`src/rtl/hamming_15_11_serial_enc_pkg.sv`:
```
// Shared constants, FSM state type and LFSR step for the cyclic Hamming (15,11) code.
// Used by both the serial encoder and the matching decoder.
package hamming_15_11_serial_enc_pkg;

  localparam int unsigned MSG_W = 11;
  localparam int unsigned CW_W  = 15;
  localparam int unsigned PAR_W = 4;
  localparam int unsigned CNT_W = 4;

  // g(x) = x^4 + x + 1; the low taps are what the LFSR feeds back into
  localparam logic [PAR_W:0]   GEN_POLY = 5'b10011;
  localparam logic [PAR_W-1:0] GEN_TAPS = GEN_POLY[PAR_W-1:0];

  typedef enum logic [1:0] {
    IDLE = 2'd0,
    ENC  = 2'd1,
    DONE = 2'd2
  } enc_state_e;

  // One division step of the remainder register by g(x), input entering premultiplied by x^4
  function automatic logic [PAR_W-1:0] lfsr_step(input logic [PAR_W-1:0] r, input logic b);
    logic fb;
    fb = b ^ r[PAR_W-1];
    return {r[PAR_W-2:0], 1'b0} ^ (fb ? GEN_TAPS : PAR_W'(0));
  endfunction

endpackage

```
`src/rtl/hamming_15_11_serial_enc_if.sv`:
```
// Message-in / codeword-out handshake bundle for the Hamming (15,11) encoder.
// With HAMMING_ENC_ERR_INJ_EN defined the bundle carries an error vector as well.
interface hamming_15_11_serial_enc_if;
  import hamming_15_11_serial_enc_pkg::*;

  logic             in_valid;
  logic             in_ready;
  logic [MSG_W-1:0] msg;
  logic             out_valid;
  logic             out_ready;
  logic [CW_W-1:0]  codeword;
`ifdef HAMMING_ENC_ERR_INJ_EN
  logic [CW_W-1:0]  err_vec;
`endif

  modport master (
`ifdef HAMMING_ENC_ERR_INJ_EN
    output err_vec,
`endif
    output in_valid, msg, out_ready,
    input  in_ready, out_valid, codeword
  );

  modport slave (
`ifdef HAMMING_ENC_ERR_INJ_EN
    input  err_vec,
`endif
    input  in_valid, msg, out_ready,
    output in_ready, out_valid, codeword
  );

endinterface

```
`src/rtl/hamming_lfsr4.sv`:
```
// 4-bit remainder register dividing a serial bit stream by g(x) = x^4 + x + 1.
// rem_next_c is the remainder including the bit currently presented on din.
module hamming_lfsr4
  import hamming_15_11_serial_enc_pkg::*;
(
  input  logic             clk,
  input  logic             rst,
  input  logic             clr,
  input  logic             shift_en,
  input  logic             din,
  output logic [PAR_W-1:0] rem_next_c
);

  logic [PAR_W-1:0] rem_q;
  logic [PAR_W-1:0] rem_d;

  always_comb begin
    rem_next_c = lfsr_step(rem_q, din);
    rem_d      = rem_q;
    if (clr) begin
      rem_d = '0;
    end else if (shift_en) begin
      rem_d = rem_next_c;
    end
  end

  always_ff @(posedge clk or posedge rst) begin
    if (rst) begin
      rem_q <= '0;
    end else begin
      rem_q <= rem_d;
    end
  end

endmodule

```
`src/rtl/hamming_15_11_serial_enc.sv`:
```
// Serial systematic Hamming (15,11) encoder: one message bit per cycle through the LFSR.
// Define HAMMING_ENC_ERR_INJ_EN to XOR a captured err_vec into the presented codeword.
module hamming_15_11_serial_enc
  import hamming_15_11_serial_enc_pkg::*;
(
  input  logic                        clk,
  input  logic                        rst,
  hamming_15_11_serial_enc_if.slave   bus
);

  enc_state_e       state_q,     state_d;
  logic [CNT_W-1:0] cnt_q,       cnt_d;
  logic [MSG_W-1:0] msg_sr_q,    msg_sr_d;
  logic [MSG_W-1:0] msg_hold_q,  msg_hold_d;
  logic [CW_W-1:0]  codeword_q,  codeword_d;
  logic             out_valid_q, out_valid_d;
  logic             in_ready_q,  in_ready_d;
  logic [CW_W-1:0]  err_q,       err_d;
  logic             lfsr_clr;
  logic             lfsr_shift;
  logic [PAR_W-1:0] rem_next;

  hamming_lfsr4 u_lfsr (
    .clk        (clk),
    .rst        (rst),
    .clr        (lfsr_clr),
    .shift_en   (lfsr_shift),
    .din        (msg_sr_q[MSG_W-1]),
    .rem_next_c (rem_next)
  );

  // Next-state, datapath and handshake decode
  always_comb begin
    state_d     = state_q;
    cnt_d       = cnt_q;
    msg_sr_d    = msg_sr_q;
    msg_hold_d  = msg_hold_q;
    codeword_d  = codeword_q;
    out_valid_d = out_valid_q;
    err_d       = err_q;
    lfsr_clr    = 1'b0;
    lfsr_shift  = 1'b0;

    unique case (state_q)
      IDLE: begin
        if (bus.in_valid && in_ready_q) begin
          msg_sr_d   = bus.msg;
          msg_hold_d = bus.msg;
          cnt_d      = '0;
          lfsr_clr   = 1'b1;
`ifdef HAMMING_ENC_ERR_INJ_EN
          err_d      = bus.err_vec;
`else
          err_d      = '0;
`endif
          state_d    = ENC;
        end
      end
      ENC: begin
        lfsr_shift = 1'b1;
        msg_sr_d   = {msg_sr_q[MSG_W-2:0], 1'b0};
        cnt_d      = cnt_q + CNT_W'(1);
        if (cnt_q == CNT_W'(MSG_W - 1)) begin
          cnt_d       = '0;
          codeword_d  = {msg_hold_q, rem_next} ^ err_q;
          out_valid_d = 1'b1;
          state_d     = DONE;
        end
      end
      DONE: begin
        if (bus.out_ready) begin
          out_valid_d = 1'b0;
          state_d     = IDLE;
        end
      end
      default: begin
        out_valid_d = 1'b0;
        state_d     = IDLE;
      end
    endcase

    in_ready_d = (state_d == IDLE);
  end

  always_ff @(posedge clk or posedge rst) begin
    if (rst) begin
      state_q     <= IDLE;
      cnt_q       <= '0;
      msg_sr_q    <= '0;
      msg_hold_q  <= '0;
      codeword_q  <= '0;
      out_valid_q <= 1'b0;
      in_ready_q  <= 1'b0;
      err_q       <= '0;
    end else begin
      state_q     <= state_d;
      cnt_q       <= cnt_d;
      msg_sr_q    <= msg_sr_d;
      msg_hold_q  <= msg_hold_d;
      codeword_q  <= codeword_d;
      out_valid_q <= out_valid_d;
      in_ready_q  <= in_ready_d;
      err_q       <= err_d;
    end
  end

  assign bus.in_ready  = in_ready_q;
  assign bus.out_valid = out_valid_q;
  assign bus.codeword  = codeword_q;

endmodule

```
`src/flat_wrapper.sv`:
```
// flat-port wrapper written by rule: the top's interface ports become plain ports
module hamming_15_11_serial_enc_flat import hamming_15_11_serial_enc_pkg::*;
  (clk, rst, bus_in_valid, bus_msg, bus_out_ready, bus_in_ready, bus_out_valid, bus_codeword);
  hamming_15_11_serial_enc_if bus_i ();
  input  logic clk;
  input  logic rst;
  input wire logic [$bits(bus_i.in_valid)-1:0] bus_in_valid;
  input wire logic [$bits(bus_i.msg)-1:0] bus_msg;
  input wire logic [$bits(bus_i.out_ready)-1:0] bus_out_ready;
  output wire logic [$bits(bus_i.in_ready)-1:0] bus_in_ready;
  output wire logic [$bits(bus_i.out_valid)-1:0] bus_out_valid;
  output wire logic [$bits(bus_i.codeword)-1:0] bus_codeword;
  assign bus_i.in_valid = bus_in_valid;
  assign bus_i.msg = bus_msg;
  assign bus_i.out_ready = bus_out_ready;
  assign bus_in_ready = bus_i.in_ready;
  assign bus_out_valid = bus_i.out_valid;
  assign bus_codeword = bus_i.codeword;
  hamming_15_11_serial_enc u_core (.clk(clk), .rst(rst), .bus(bus_i));
endmodule
```
`config.mk`:
```
export PLATFORM = sky130hd
export DESIGN_NAME = hamming_15_11_serial_enc_flat
export DESIGN_NICKNAME = d
export VERILOG_FILES = /design/src/rtl/hamming_15_11_serial_enc_pkg.sv /design/src/rtl/hamming_15_11_serial_enc_if.sv /design/src/rtl/hamming_lfsr4.sv /design/src/rtl/hamming_15_11_serial_enc.sv /design/src/flat_wrapper.sv
export SDC_FILE = /design/constraint.sdc
export NUM_CORES = 1
export LEC_CHECK = 0
export ABC_AREA = 1
export BUFFER_PORTS_ARGS = -buffer_cell sky130_fd_sc_hd__buf_2
export CORE_MARGIN = 4
export CORE_UTILIZATION = 30
export DETAILED_ROUTE_END_ITERATION = 8
export GPL_TIMING_DRIVEN = 0
export PLACE_DENSITY = 0.57
export SYNTH_ARGS = -nofsm -noshare
export SYNTH_HDL_FRONTEND = slang
export SYNTH_SLANG_ARGS = --single-unit
export TNS_END_PERCENT = 5
```
`constraint.sdc`:
```
create_clock -name clk -period 1.65 [get_ports clk]
set_input_delay 0.2475 -clock clk [delete_from_list [all_inputs] [get_ports clk]]
set_output_delay 0.2475 -clock clk [all_outputs]
set_load 0.03 [all_outputs]
```
## After elaboration in Yosys (flattened, before gate mapping)

Index checks and enable logic that the tools add are counted.

- Input bits: 15
- Bits in registers: 49

- Muxes and demuxes: 18
- Equal/unequal tests: 6
- Bitwise logic cells: 3
- Reductions and logical operators: 9
- $add $sub $neg: 1

Operator list:

| cell | number |
|---|---|
| $pmux W11 S2 | 1 |
| $mux W4 | 4 |
| $mux W11 | 1 |
| $mux W2 | 4 |
| $pmux W4 S2 | 1 |
| $pmux W2 S3 | 1 |
| $reduce_and A2 Y1 | 3 |
| $mux W1 | 5 |
| $add A4 B1 Y4 const B | 1 |
| $eq A4 B4 Y1 const B | 1 |
| $logic_not A2 Y1 | 2 |
| $ne A2 B1 Y1 const B | 2 |
| $reduce_bool A2 Y1 | 2 |
| $xor A4 B2 Y4 | 1 |
| $pmux W1 S3 | 1 |
| $reduce_and A3 Y1 | 1 |
| $eq A2 B1 Y1 const B | 1 |
| $eq A2 B2 Y1 const B | 1 |
| $ne A2 B2 Y1 const B | 1 |
| $logic_and A1 B1 Y1 | 1 |
| $not A1 Y1 | 1 |
| $xor A1 B1 Y1 | 1 |

## Logic depth before layout (Yosys ltp)

Gate-level depths: netlist of the first run.

- Word-level depth: 5
- Depth in mapped cells: 8
- Mapped depth without buffers: 7

## Modules after synthesis

From an unflattened synthesis of the first run, not the netlist that was laid out.

- Cells, all modules: 226
- Area total of the unflattened synthesis: 2152.1 µm²

Modules (own cells, without submodules):

| module | cells an instance | times used | area an instance (µm²) |
|---|---|---|---|
| hamming_15_11_serial_enc | 194 | 1 | 1925.6 |
| hamming_lfsr4 | 32 | 1 | 226.5 |

## Worst setup path after synthesis of the first run

Ideal clock, no wire load.

- Path type: register to register
- Start point: register u_core.cnt_q[0]
- End point: register u_core.codeword_q[3], in the netlist u_core.bus.codeword[3]
- Setup slack: 0.360 ns
- Buffers on the path: 1
- Library setup time: 0.118 ns
- Data arrival time: 1.173 ns
- Cell stages (with the launch flop): 9
- Path through: dfrtp_1 -> inv_1 -> ha_1 -> nand2_2 -> nor2_4 -> nand2_4 -> buf_6 -> nand2_2 -> o21ai_2

- Word-level cells in the longest chain between the ends: 2

RTL lines:

| what | line | text |
|---|---|---|
| start, declared | hamming_15_11_serial_enc.sv:12 | `logic [CNT_W-1:0] cnt_q, cnt_d;` |
| start signal, assigned | hamming_15_11_serial_enc.sv:97 | `cnt_q <= cnt_d;` |
| $eq A4 B4 Y1 | hamming_15_11_serial_enc.sv:63 | `if (cnt_q == CNT_W'(MSG_W - 1)) begin` |
| $reduce_and A2 Y1 (no source line) | - |  |
| end signal, assigned | hamming_15_11_serial_enc.sv:100 | `codeword_q <= codeword_d;` |
| end, declared | hamming_15_11_serial_enc.sv:15 | `logic [CW_W-1:0] codeword_q, codeword_d;` |

Every way passes these cells.
A chain may end at the register's enable or synchronous reset.

## Final worst setup path of the first run

- Start point: register u_core.cnt_q[0]
- End point: register u_core.codeword_q[6], in the netlist u_core.bus.codeword[6]

Same word-level chain as after synthesis.

==> impl_results.md, run 1 <==
- Result of the run: finished clean
- Element type at the critical path start: flip-flop
- Cell area reported after detailed placement: 2470 µm²
- Resized cells post-CTS: 0
- GRT Resource Usage Total: between 10% and 20%
- Top cells by instance count after synthesis: nand2_1 (69), dfrtp_1 (49), inv_1 (33)
- Number of synthesized flops with an enable pin: 0
- Clock input transition at the sequential cells of the worst setup and hold paths: 0.09 ns
- Area overhead of the layout relative to synthesis: 19.6%
- Share of synthesized area spent on multiplexers: 0%
- Fraction of power spent switching nets: between 40% and 50%
- Cells traversed along the worst timing path: inv_1 > ha_1 > nand2_2 > nor2_4 > nand2_4 > buf_6 > nand2_2 > o21ai_2
- Switching power: slightly below 2 mW
- Most frequent cell on the critical path: nand2_2
- Maximum resistive drop on vdd: 0.000524 V
- Kind of capture point of the worst setup path: flip-flop
- Number of DRC violations after detailed-routing iteration 0: 53
- Fraction of power consumed by sequential logic: 41.1%
- Compound-cell area share of the yosys netlist: between 10% and 20%
- Crit Path Category: reg2reg
- Slowest cell on crit path: dfrtp_1
- Overall overflow remaining after global route: 0
- Crit path arrival time: roughly 1.7 ns
- Setup_tns: 0 ns
- Design Power: between 4 and 5 mW
- Worst hold slack: roughly 0.19 ns
- Startpoint of the worst-slack reg-to-reg timing path: u_core.cnt_q[0]$_DFFE_PP0P_
- Shortest clock period the worst path allows after layout: between 1 and 1.5 ns
- DRT Pass-1 Iters: 4
- Root Driver: clkbuf_8
- Cell accounting for the most synthesized area: dfrtp_1
- Max Clock Freq: around 700 MHz
- Internal power contribution: 2.85 mW
- Power density over the cells: 1840 nW/µm²
- Headroom to the max-slew limit: 76.9%
- Wire length of the first global-routing pass: 7180 µm
- Hold buffers post-CTS: 1
- Number of pins with negative max-slew slack in the final report: 0
- Setup repair after global routing missed its margin: no
- Final non-filler cell total: 378
- Max-cap violations: 0
- Number of ports placed on the die boundary: 32
- Setup ws final: 0.188 ns
- Die height: between 90 and 100 µm
- Hold Fails Final Rpt: 0
- Number of unique standard cell types used by synthesis: 19
- Post-Syn Area: approximately 2200 µm²
- Leakage power total: roughly 1.4 nW
- Net count of the mapped netlist: 258
- Worst Skew: between 0.003 and 0.004 ns
- Synth area leaders: dfrtp_1 (56%), nand2_1 (12%), inv_1 (5.7%), o21ai_2 (4.8%), o21ai_0 (3.9%)
- Critical path data required time: between 1.5 and 2 ns
- Routed length per placed instance: roughly 11 µm
- CTS tree: done
- Worst path max stage delay: 0.41 ns
- Chip Width: a little over 90 µm
- Period Utilization, post-route: roughly 90%
- Number of nets in the finished design: just under 300
- Crit path buffers/inverters: 2
- Largest family of logic cells by synthesized area: simple AND/OR/NAND/NOR gates
- Worst-Margin Slew: between 0.3 and 0.4 ns
- Utilization after layout: between 30% and 40%
- Hold wc startpoint: bus_msg[9]
- Number of buffers inserted by post-CTS setup repair: 0
- Top cell family by delay on the critical path: simple AND/OR/NAND/NOR gates
- Total number of vias: between 1500 and 2000
- Simple-gate share of the synthesized area: roughly 22%
- Xor/xnor cell area share of the yosys netlist: less than 1%
- Placer congestion estimate: approximately 0.8
- Worst setup path start: u_core.cnt_q[0]$_DFFE_PP0P_
- Warnings from Yosys: 0
- Total of endpoints with negative setup slack in the final report: 0
- Diode count: 0
- Post-route cell area: about 2600 µm²
- Number of sinks handled by clock tree synthesis: 49
- Part of the total power dissipated in the clock network: a little under a fifth
- Count of fill cells added during filler insertion: about 730
- HPWL reported at the end of detailed placement: 3230 µm
- Detail-routed via count per cell: approximately 4.2
- Cell with the most instances after synthesis: nand2_1
- Total placed cells including tap cells: around 370
- Count of port buffers added during placement: 31
- Fraction of final layout cells with drive strength greater than 1: between 20% and 30%
- Asr flop ratio synth: 100%
- Worst min path class: in2reg
- Wirelength, routed: 4250 µm
- Fraction of the yosys area taken by sequential cells: a little under three fifths
- Drc violations: 0
- Per-instance average area after synthesis: around 9 µm²
- H-tree lvl count: 2
- Minimum setup slack after placement: around 0.19 ns
- Std-Cell Core Area: 6910 µm²
- Fraction of post-synthesis cell area in the top cell type by area: roughly 56%
- Dominant register cell in the synthesized netlist: dfrtp_1
- Adder and majority cell fraction of the synthesized area: approximately 1.2%
- Final ANT Viol Nets: 0
- Std-Cell Rows: 30
- Number of antenna violations at the first check in global routing: 0
- Gate power share: ~40%
- Number of CTS-inserted buffers: 5
- Number of standard cells after synthesis: ~240
- Worst-path maximum fanout: 10
- Number of storage elements in the synthesis netlist: 49
- Starting density of the core: a little under a third
- Maximum clock path buffer count: 2
- Overall die area: between 8000 and 9000 µm²
- Pin count of the biggest net entering global routing: 40
- Clock latency on the worst-skew pair: between 0.2 and 0.3 ns
- Vias in the first global route: around 1500
## cells in the final DEF, fill, tap and decap left out, drive strengths merged
cell type    Yosys  routed
nand2           79      79
dfrtp           49      49
buf              7      39
inv             35      35
o21ai           29      29
nor2            20      20
a21oi           10      10
nand3            8       8
clkbuf           0       6
ha               2       2
xor2             1       1
nand4            1       1
clkinvlp         0       1
bufinv           0       1
dlygate4sd3      0       1
## final cells by class
cell class                 instances  area (µm²)  area share, %
timing repair buffer              33         185           7.13
buffer                             7        68.8           2.65
multi-input combinational        150         742           28.6
inverter                          35         136           5.25
tap                               96         120           4.62
clock inverter                     2        37.5           1.44
clock buffer                       6        82.6           3.18
sequential                        49        1230           47.2
## sequential cells by signal (all words and copies together), names as in the netlist
| name | flops |
|---|---|
| u_core.u_lfsr.rem_q | 4 |
| u_core.bus.codeword | 15 |
| u_core.msg_sr_q | 11 |
| u_core.state_q | 2 |
| u_core.bus.in_ready | 1 |
| u_core.cnt_q | 4 |
| u_core.msg_hold_q | 11 |
| u_core.bus.out_valid | 1 |
## power by group through the flow
stage,clock network [mW],registers [mW],logic (mW)
after CTS,0.908,1.98,1.98
after global routing,0.969,2.05,2.19
after floorplan,0,2.27,1.20
after global placement,0,1.98,1.93
after detailed placement,0,2.00,1.98
final,0.877,1.97,1.95
## routing by layer
layer | vias to the layer above | global-route usage (%) | wire [µm]
met5 | - | 0 | 0
met4 | 0 | 2.93 | 45
met3 | 4 | 2.25 | 143
met2 | 28 | 17.5 | 2030
met1 | 735 | 13.2 | 2040
li1 | 819 | - | -
## worst register-to-register path: stages (launching register included)
cell and delay, ns:
dfrtp_1 0.41, inv_1 0.10, ha_1 0.20, nand2_2 0.08, nor2_4 0.14, nand2_4 0.13, buf_6 0.19, nand2_2 0.07
o21ai_2 0.04
## cell families (layout without fill, tap and decap cells)
logic type               count (synthesis)  in the layout
flip-flops                              49             49
XOR/XNOR                                 1              1
AND/OR/NAND/NOR                        108            108
AO/OA/AOI/OAI                           39             39
adder cells (fa/ha/maj)                  2              2
buffers and inverters                   42             83
## final timing paths
check | to | depth (start not counted) | slack (ns)
max | u_core.bus.codeword[6]$_DFFE_PP0P_ | 8 | 0.19
min | u_core.msg_sr_q[9]$_DFFE_PP0P_ | 3 | 0.19
max reg2reg | u_core.bus.codeword[6]$_DFFE_PP0P_ | 8 | 0.19
min reg2reg | u_core.bus.codeword[14]$_DFFE_PP0P_ | 2 | 0.48
max in group asynchronous | u_core.msg_sr_q[2]$_DFFE_PP0P_ | 4 | 0.73
min in group asynchronous | u_core.bus.codeword[1]$_DFFE_PP0P_ | 3 | 0.43
(Power assumes the default switching activity.)
==> run 2, diff against run 1 <==
--- a/config.mk
+++ b/config.mk
@@ -7,7 +7,7 @@
 export LEC_CHECK = 0
 export ABC_AREA = 1
 export BUFFER_PORTS_ARGS = -buffer_cell sky130_fd_sc_hd__buf_2
-export CORE_MARGIN = 4
+export CAP_MARGIN = 25
 export CORE_UTILIZATION = 30
 export DETAILED_ROUTE_END_ITERATION = 8
 export GPL_TIMING_DRIVEN = 0
==> run 2 against run 1 <==
Sequential power is essentially flat; highest routed layer unchanged; core utilization grew 0.20 points; first-iteration DRC count up 120%; sequential share of layout area is 0.25 points lower; critical path depth stayed put; clock power up 14%.
==> impl_results.md, run 2 (same netlist as run 1, synthesis figures left out) <==
- Headroom to the max-slew limit: 78.6% (+1.7 points)
- Element type at the critical path start: flip-flop
- Worst path max stage delay: 0.42 ns (about the same)
- Worst min path class: in2reg
- Fraction of power consumed by sequential logic: 40.2% (-0.9 points)
- Worst-Margin Slew: 0.320 ns (-0.0247 ns)
- Setup_tns: 0 ns (unchanged)
- Cells traversed along the worst timing path: inv_1 > ha_1 > nand2_2 > nor2_4 > nand2_4 > buf_6 > nand2_2 > o21ai_2
- Leakage power total: 1.37 nW (+0.79%)
- Hold buffers post-CTS: 1 (unchanged)
- Number of DRC violations after detailed-routing iteration 0: 114 (+120%)
- Shortest clock period the worst path allows after layout: 1.44 ns (-0.0210 ns)
- Period Utilization, post-route: 87.3% (-1.3 points)
- Diode count: 0 (unchanged)
- Overall overflow remaining after global route: 0 (unchanged)
- Slowest cell on crit path: dfrtp_1
- Overall die area: 7590 µm² (-12%)
- Detail-routed via count per cell: 4.12 (-1.8%)
- Hold Fails Final Rpt: 0 (unchanged)
- Number of sinks handled by clock tree synthesis: 49 (unchanged)
- Fraction of final layout cells with drive strength greater than 1: 26.2% (unchanged)
- Most frequent cell on the critical path: nand2_2
- Clock latency on the worst-skew pair: 0.30 ns (about the same)
- Fraction of power spent switching nets: 39.6% (-1.0 points)
- Total of endpoints with negative setup slack in the final report: 0 (unchanged)
- Reg2reg setup slack: 0.21 ns (+0.02 ns)
- Critical path data required time: 1.85 ns (about the same)
- Worst hold slack: 0.174 ns (-0.0154 ns)
- Maximum resistive drop on vdd: 0.000560 V (+6.9%)
- Number of flip-flops in the largest register: 15 (unchanged)
- Part of the total power dissipated in the clock network: 20.4% (+2.1 points)
- Gate power share: 39.4% (-1.2 points)
- Chip Width: 87.1 µm (-6.4%)
- Placer congestion estimate: 0.746 (-5.6%)
- Power density over the cells: 1870 nW/µm² (+1.5%)
- Clock input transition at the sequential cells of the worst setup and hold paths: 0.09 ns (about the same)
- CTS tree: done
- Worst-path maximum fanout: 10 (unchanged)
- Crit path arrival time: 1.64 ns (about the same)
- Final ANT Viol Nets: 0 (unchanged)
- H-tree lvl count: 2 (unchanged)
- Result of the run: finished clean
- Std-Cell Core Area: 6910 µm² (unchanged)
- HPWL reported at the end of detailed placement: 3030 µm (-6.2%)
- Area overhead of the layout relative to synthesis: 20.2%
- Most common cell after layout, fill and taps aside: nand2_1
- Number of CTS-inserted buffers: 5 (unchanged)
- Number of nets in the finished design: 298 (unchanged)
- Number of ports placed on the die boundary: 32 (unchanged)
- Std-Cell Rows: 30 (unchanged)
- Setup repair after global routing missed its margin: no
- Top cell family by delay on the critical path: flip-flops
- Commonest non-fill, non-tap cells in the layout: nand2_1 (69), dfrtp_1 (49), inv_1 (32), buf_2 (32), nor2_1 (18)
- Die height: 87.1 µm (-6.4%)
- Count of port buffers added during placement: 31 (unchanged)
- GRT Resource Usage Total: 12.0% (+1.7 points)
- Worst Skew: 0.00534 ns (+0.00196 ns)
- Maximum clock path buffer count: 2 (unchanged)
- Kind of capture point of the worst setup path: flip-flop
- DRT Pass-1 Iters: 4 (unchanged)
- Root Driver: clkbuf_8
- Starting density of the core: 31.5% (unchanged)
- Wirelength, routed: 4060 µm (-4.4%)
- Max Clock Freq: 694 MHz (+1.5%)
- Crit Path Category: reg2reg
- Pin count of the biggest net entering global routing: 40 (unchanged)
- Resized cells post-CTS: 0 (unchanged)
- Crit path buffers/inverters: 2 (unchanged)
- Max-cap violations: 0 (unchanged)
- Total number of vias: 1557 (-1.8%)
- Internal power contribution: 2.96 mW (+3.8%)
- Wire length of the first global-routing pass: 7020 µm (-2.2%)
- Number of antenna violations at the first check in global routing: 0 (unchanged)
- Vias in the first global route: 1490 (-2.2%)
- Number of pins with negative max-slew slack in the final report: 0 (unchanged)
- Routed length per placed instance: 10.8 µm (-4.4%)
- Drc violations: 0 (unchanged)
- Switching power: 1.94 mW (-0.49%)
- Number of buffers inserted by post-CTS setup repair: 0 (unchanged)
-- run 2: final cells by class --
cell class / instances / area (µm²)
plain buffers: 7 / 68.8
clock buffers: 5 / 68.8
clock inverters: 3 / 65.1
fillers: 736 / 4290
inverters: 35 / 136
multi-input cells: 150 / 742
flip-flops and latches: 49 / 1230
well taps: 96 / 120
repair buffers: 33 / 185
-- run 2: metrics by stage --
step	cells	utilization, %	worst slack [ns]	power, mW	instance area [µm²]
6_report	378	37.8	0.209	4.89	2610
5_1_grt	378	37.8	0.109	5.31	2610
3_3_place_gp	368	35.5	-0.437	3.90	2450
2_1_floorplan	241	-	0.230	3.46	2170
4_1_cts	378	37.8	0.195	4.96	2610
3_5_place_dp	369	35.7	0.217	3.95	2470
-- run 2: routing by layer --
layer	track usage, %	wire [µm]	up-vias
met5	0	0	-
met4	3.58	69	0
met3	2.09	120	7
met2	20.0	1940	28
met1	16.0	1940	702
li1	-	-	820
-- run 2: worst paths after layout --
| check | start | end | cells after the start |
|---|---|---|---|
| worst max register to register | u_core.cnt_q[0]$_DFFE_PP0P_ | u_core.bus.codeword[3]$_DFFE_PP0P_ | 8 |
| min in group asynchronous | rst | u_core.bus.codeword[1]$_DFFE_PP0P_ | 3 |
| max in group asynchronous | rst | u_core.bus.codeword[12]$_DFFE_PP0P_ | 4 |
| worst max-delay path | u_core.cnt_q[0]$_DFFE_PP0P_ | u_core.bus.codeword[3]$_DFFE_PP0P_ | 8 |
| worst min register to register | u_core.bus.codeword[14]$_DFFE_PP0P_ | u_core.bus.codeword[14]$_DFFE_PP0P_ | 2 |
| worst min-delay path | bus_msg[7] | u_core.msg_sr_q[7]$_DFFE_PP0P_ | 3 |
-- run 2: power groups by stage --
| stage | sequential, mW | clock [mW] | combinational (mW) |
|---|---|---|---|
| final | 1.97 | 0.996 | 1.93 |
| after global routing | 2.04 | 1.06 | 2.21 |
| after CTS | 1.97 | 1.03 | 1.97 |
| after detailed placement | 1.99 | 0 | 1.96 |
| after global placement | 1.98 | 0 | 1.92 |
| after floorplan | 2.27 | 0 | 1.20 |
-- run 2: tightest hold or removal path, stage by stage --
cell and delay, ns:
buf_2 0.09, a21oi_1 0.06, nand2_1 0.05
==> run 3, diff against run 2 <==
--- a/config.mk
+++ b/config.mk
@@ -9,9 +9,10 @@
 export BUFFER_PORTS_ARGS = -buffer_cell sky130_fd_sc_hd__buf_2
 export CAP_MARGIN = 25
 export CORE_UTILIZATION = 30
+export CTS_CLUSTER_SIZE = 30
 export DETAILED_ROUTE_END_ITERATION = 8
 export GPL_TIMING_DRIVEN = 0
-export PLACE_DENSITY = 0.57
+export PLACE_DENSITY = 0.59
 export SYNTH_ARGS = -nofsm -noshare
 export SYNTH_HDL_FRONTEND = slang
 export SYNTH_SLANG_ARGS = --single-unit
==> constraint.sdc (replaced) <==
create_clock -name clk -period 1.3 [get_ports clk]
set_input_delay 0.195 -clock clk [delete_from_list [all_inputs] [get_ports clk]]
set_output_delay 0.195 -clock clk [all_outputs]
set_load 0.03 [all_outputs]
==> run 3 against run 2 <==
The flow now finishes with violations (setup timing); critical path depth did not move; flip-flop and latch count did not move; register-to-register slack got worse by 0.22 ns; sequential share of layout area fell by 3.1 points; combinational power rose by 44%; die area did not move; sequential power rose by 28%; core utilization rose by 2.7 points; hold slack got worse by 0.054 ns; wire length rose by 6.6%; global-route usage rose by 0.58 points; largest cell class unchanged.
==> impl_results.md, run 3 (same netlist as run 1, synthesis figures left out) <==
- Total of endpoints with negative setup slack in the final report: 8 (+8)
- Number of sinks handled by clock tree synthesis: 49 (unchanged)
- Headroom to the max-slew limit: 79.5% (+0.90 points)
- Number of CTS-inserted buffers: 5 (unchanged)
- Worst-Margin Slew: 0.308 ns (-0.0123 ns)
- Max Clock Freq: 763 MHz (+10%)
- Count of port buffers added during placement: 31 (unchanged)
- Fraction of final layout cells with drive strength greater than 1: 34.0% (+7.8 points)
- CTS tree: done
- Final non-filler cell total: 387 (+2.4%)
- Setup ws final: -0.0102 ns (-0.219 ns)
- Post-route cell area: 2800 µm² (+7.2%)
- Period Utilization, post-route: 101% (+13 points)
- Total number of vias: 1630 (+4.7%)
- Placer congestion estimate: 0.781 (+4.6%)
- Maximum clock path buffer count: 2 (unchanged)
- Number of antenna violations at the first check in global routing: 0 (unchanged)
- Die height: 87.1 µm (unchanged)
- Violations in the final reports: setup timing
- Chip Width: 87.1 µm (unchanged)
- Max-cap violations: 0 (unchanged)
- Clock input transition at the sequential cells of the worst setup and hold paths: 0.10 ns (about the same)
- Std-Cell Core Area: 6910 µm² (unchanged)
- Std-Cell Rows: 30 (unchanged)
- Worst hold slack: 0.120 ns (-0.0535 ns)
- Element type at the critical path start: flip-flop
- Crit path arrival time: 1.51 ns (-0.13 ns)
- Overall overflow remaining after global route: 0 (unchanged)
- H-tree lvl count: 2 (unchanged)
- Pin count of the biggest net entering global routing: 42 (+5.0%)
- Crit Path Category: reg2reg
- Shortest clock period the worst path allows after layout: 1.31 ns (-0.131 ns)
- Result of the run: finished with violations
- Starting density of the core: 31.5% (unchanged)
- Wire length of the first global-routing pass: 7360 µm (+4.9%)
- GRT Resource Usage Total: 12.6% (+0.58 points)
- Maximum resistive drop on vdd: 0.000753 V (+34%)
- Final ANT Viol Nets: 0 (unchanged)
- Kind of capture point of the worst setup path: flip-flop
- Power density over the cells: 2290 nW/µm² (+22%)
- Diode count: 0 (unchanged)
- Wirelength, routed: 4330 µm (+6.6%)
- Worst-path maximum fanout: 7 (-3)
- Setup repair after global routing missed its margin: yes
- Count of fill cells added during filler insertion: 718 (-2.4%)
- Worst min path class: in2reg
- Root Driver: clkbuf_8
- Number of pins with negative max-slew slack in the final report: 0 (unchanged)
- Commonest non-fill, non-tap cells in the layout: nand2_1 (58), dfrtp_1 (48), buf_2 (32)
- Vias in the first global route: 1585 (+6.4%)
- Detail-routed via count per cell: 4.21 (+2.3%)
- Total placed cells including tap cells: 369 (unchanged)
- Overall die area: 7590 µm² (unchanged)
- Hold Fails Final Rpt: 0 (unchanged)
- Worst Skew: 0.0117 ns (+0.00637 ns)
- Cell area reported after detailed placement: 2470 µm² (+0.15%)
- Drc violations: 0 (unchanged)
- DRT Pass-1 Iters: 4 (unchanged)
- Number of DRC violations after detailed-routing iteration 0: 120 (+5.3%)
- Clock latency on the worst-skew pair: 0.31 ns (about the same)
- Area overhead of the layout relative to synthesis: 28.8%
- Number of flip-flops in the largest register: 15 (unchanged)
- Routed length per placed instance: 11.2 µm (+4.1%)
- Reg2reg setup slack: -0.01 ns (-0.22 ns)
- HPWL reported at the end of detailed placement: 3050 µm (+0.90%)
- Most common cell after layout, fill and taps aside: nand2_1
- Leakage power total: 1.43 nW (+4.3%)
- Critical path data required time: 1.50 ns (-0.35 ns)
- Number of nets in the finished design: 307 (+3.0%)
- Number of ports placed on the die boundary: 32 (unchanged)
==> run 3: worst paths after layout <==
path | start | endpoint | cells past startpoint
hold / removal | bus_msg[8] | u_core.msg_hold_q[8]$_DFFE_PP0P_ | 3
min in group asynchronous | rst | u_core.bus.codeword[1]$_DFFE_PP0P_ | 3
hold reg to reg | u_core.bus.codeword[3]$_DFFE_PP0P_ | u_core.bus.codeword[3]$_DFFE_PP0P_ | 2
setup reg to reg | u_core.cnt_q[0]$_DFFE_PP0P_ | u_core.bus.codeword[11]$_DFFE_PP0P_ | 8
setup / recovery | u_core.cnt_q[0]$_DFFE_PP0P_ | u_core.bus.codeword[11]$_DFFE_PP0P_ | 8
max in group asynchronous | rst | u_core.cnt_q[1]$_DFFE_PP0P_ | 4
==> run 3: critical path: stages (launching register included) <==
cell and delay [ns]:
dfrtp_1 0.39, inv_2 0.08, ha_4 0.14, nand2_4 0.05, nor2_4 0.15, nand2_8 0.12
buf_12 0.16, nand2_2 0.05, o21ai_2 0.04
==> run 3: cell type report <==
class | count | area [µm²] | share of cell area, %
inverters | 35 | 140 | 5.00
repair buffers | 42 | 309 | 11.0
multi-input cells | 150 | 816 | 29.1
clock buffers | 5 | 68.8 | 2.46
flip-flops and latches | 49 | 1230 | 43.8
well taps | 96 | 120 | 4.29
clock inverters | 3 | 46.3 | 1.65
plain buffers | 7 | 72.6 | 2.59
==> run 3: timing repair <==
action,CTS,global route
pin swaps,6,2
hold buffers,1,0
setup buffers,7,0
resized for setup,20,6
hold endpoints to repair,8,0
endpoints found under the setup margin,16,27
cloned,2,0
==> run 3: layer usage <==
layer	share of wire (%)	global-route usage (%)	vias to the layer above
met5	0	0	-
met4	1.9	5.07	0
met3	3.2	1.99	7
met2	50	20.8	31
met1	45	16.5	756
li1	-	-	836
==> run 3: per-stage QoR <==
stage | setup WS, ns | utilization (%) | TNS, ns | power (mW)
2_1_floorplan | 0.00965 | - | 0 | 4.40
3_3_place_gp | -0.124 | 35.5 | -1.39 | 4.95
3_5_place_dp | -0.135 | 35.8 | -1.59 | 5.02
4_1_cts | -0.0215 | 40.2 | -0.163 | 6.40
5_1_grt | -0.0714 | 40.5 | -1.05 | 6.93
6_report | -0.0102 | 40.5 | -0.0580 | 6.42
==> run 3: report_power, final <==
part | total, mW | internal [mW] | switching (mW)
Sequential | 2.52 | 2.16 | 0.365
Clock | 1.11 | 0.576 | 0.537
Combinational | 2.78 | 1.03 | 1.75
Total | 6.42 | 3.77 | 2.65
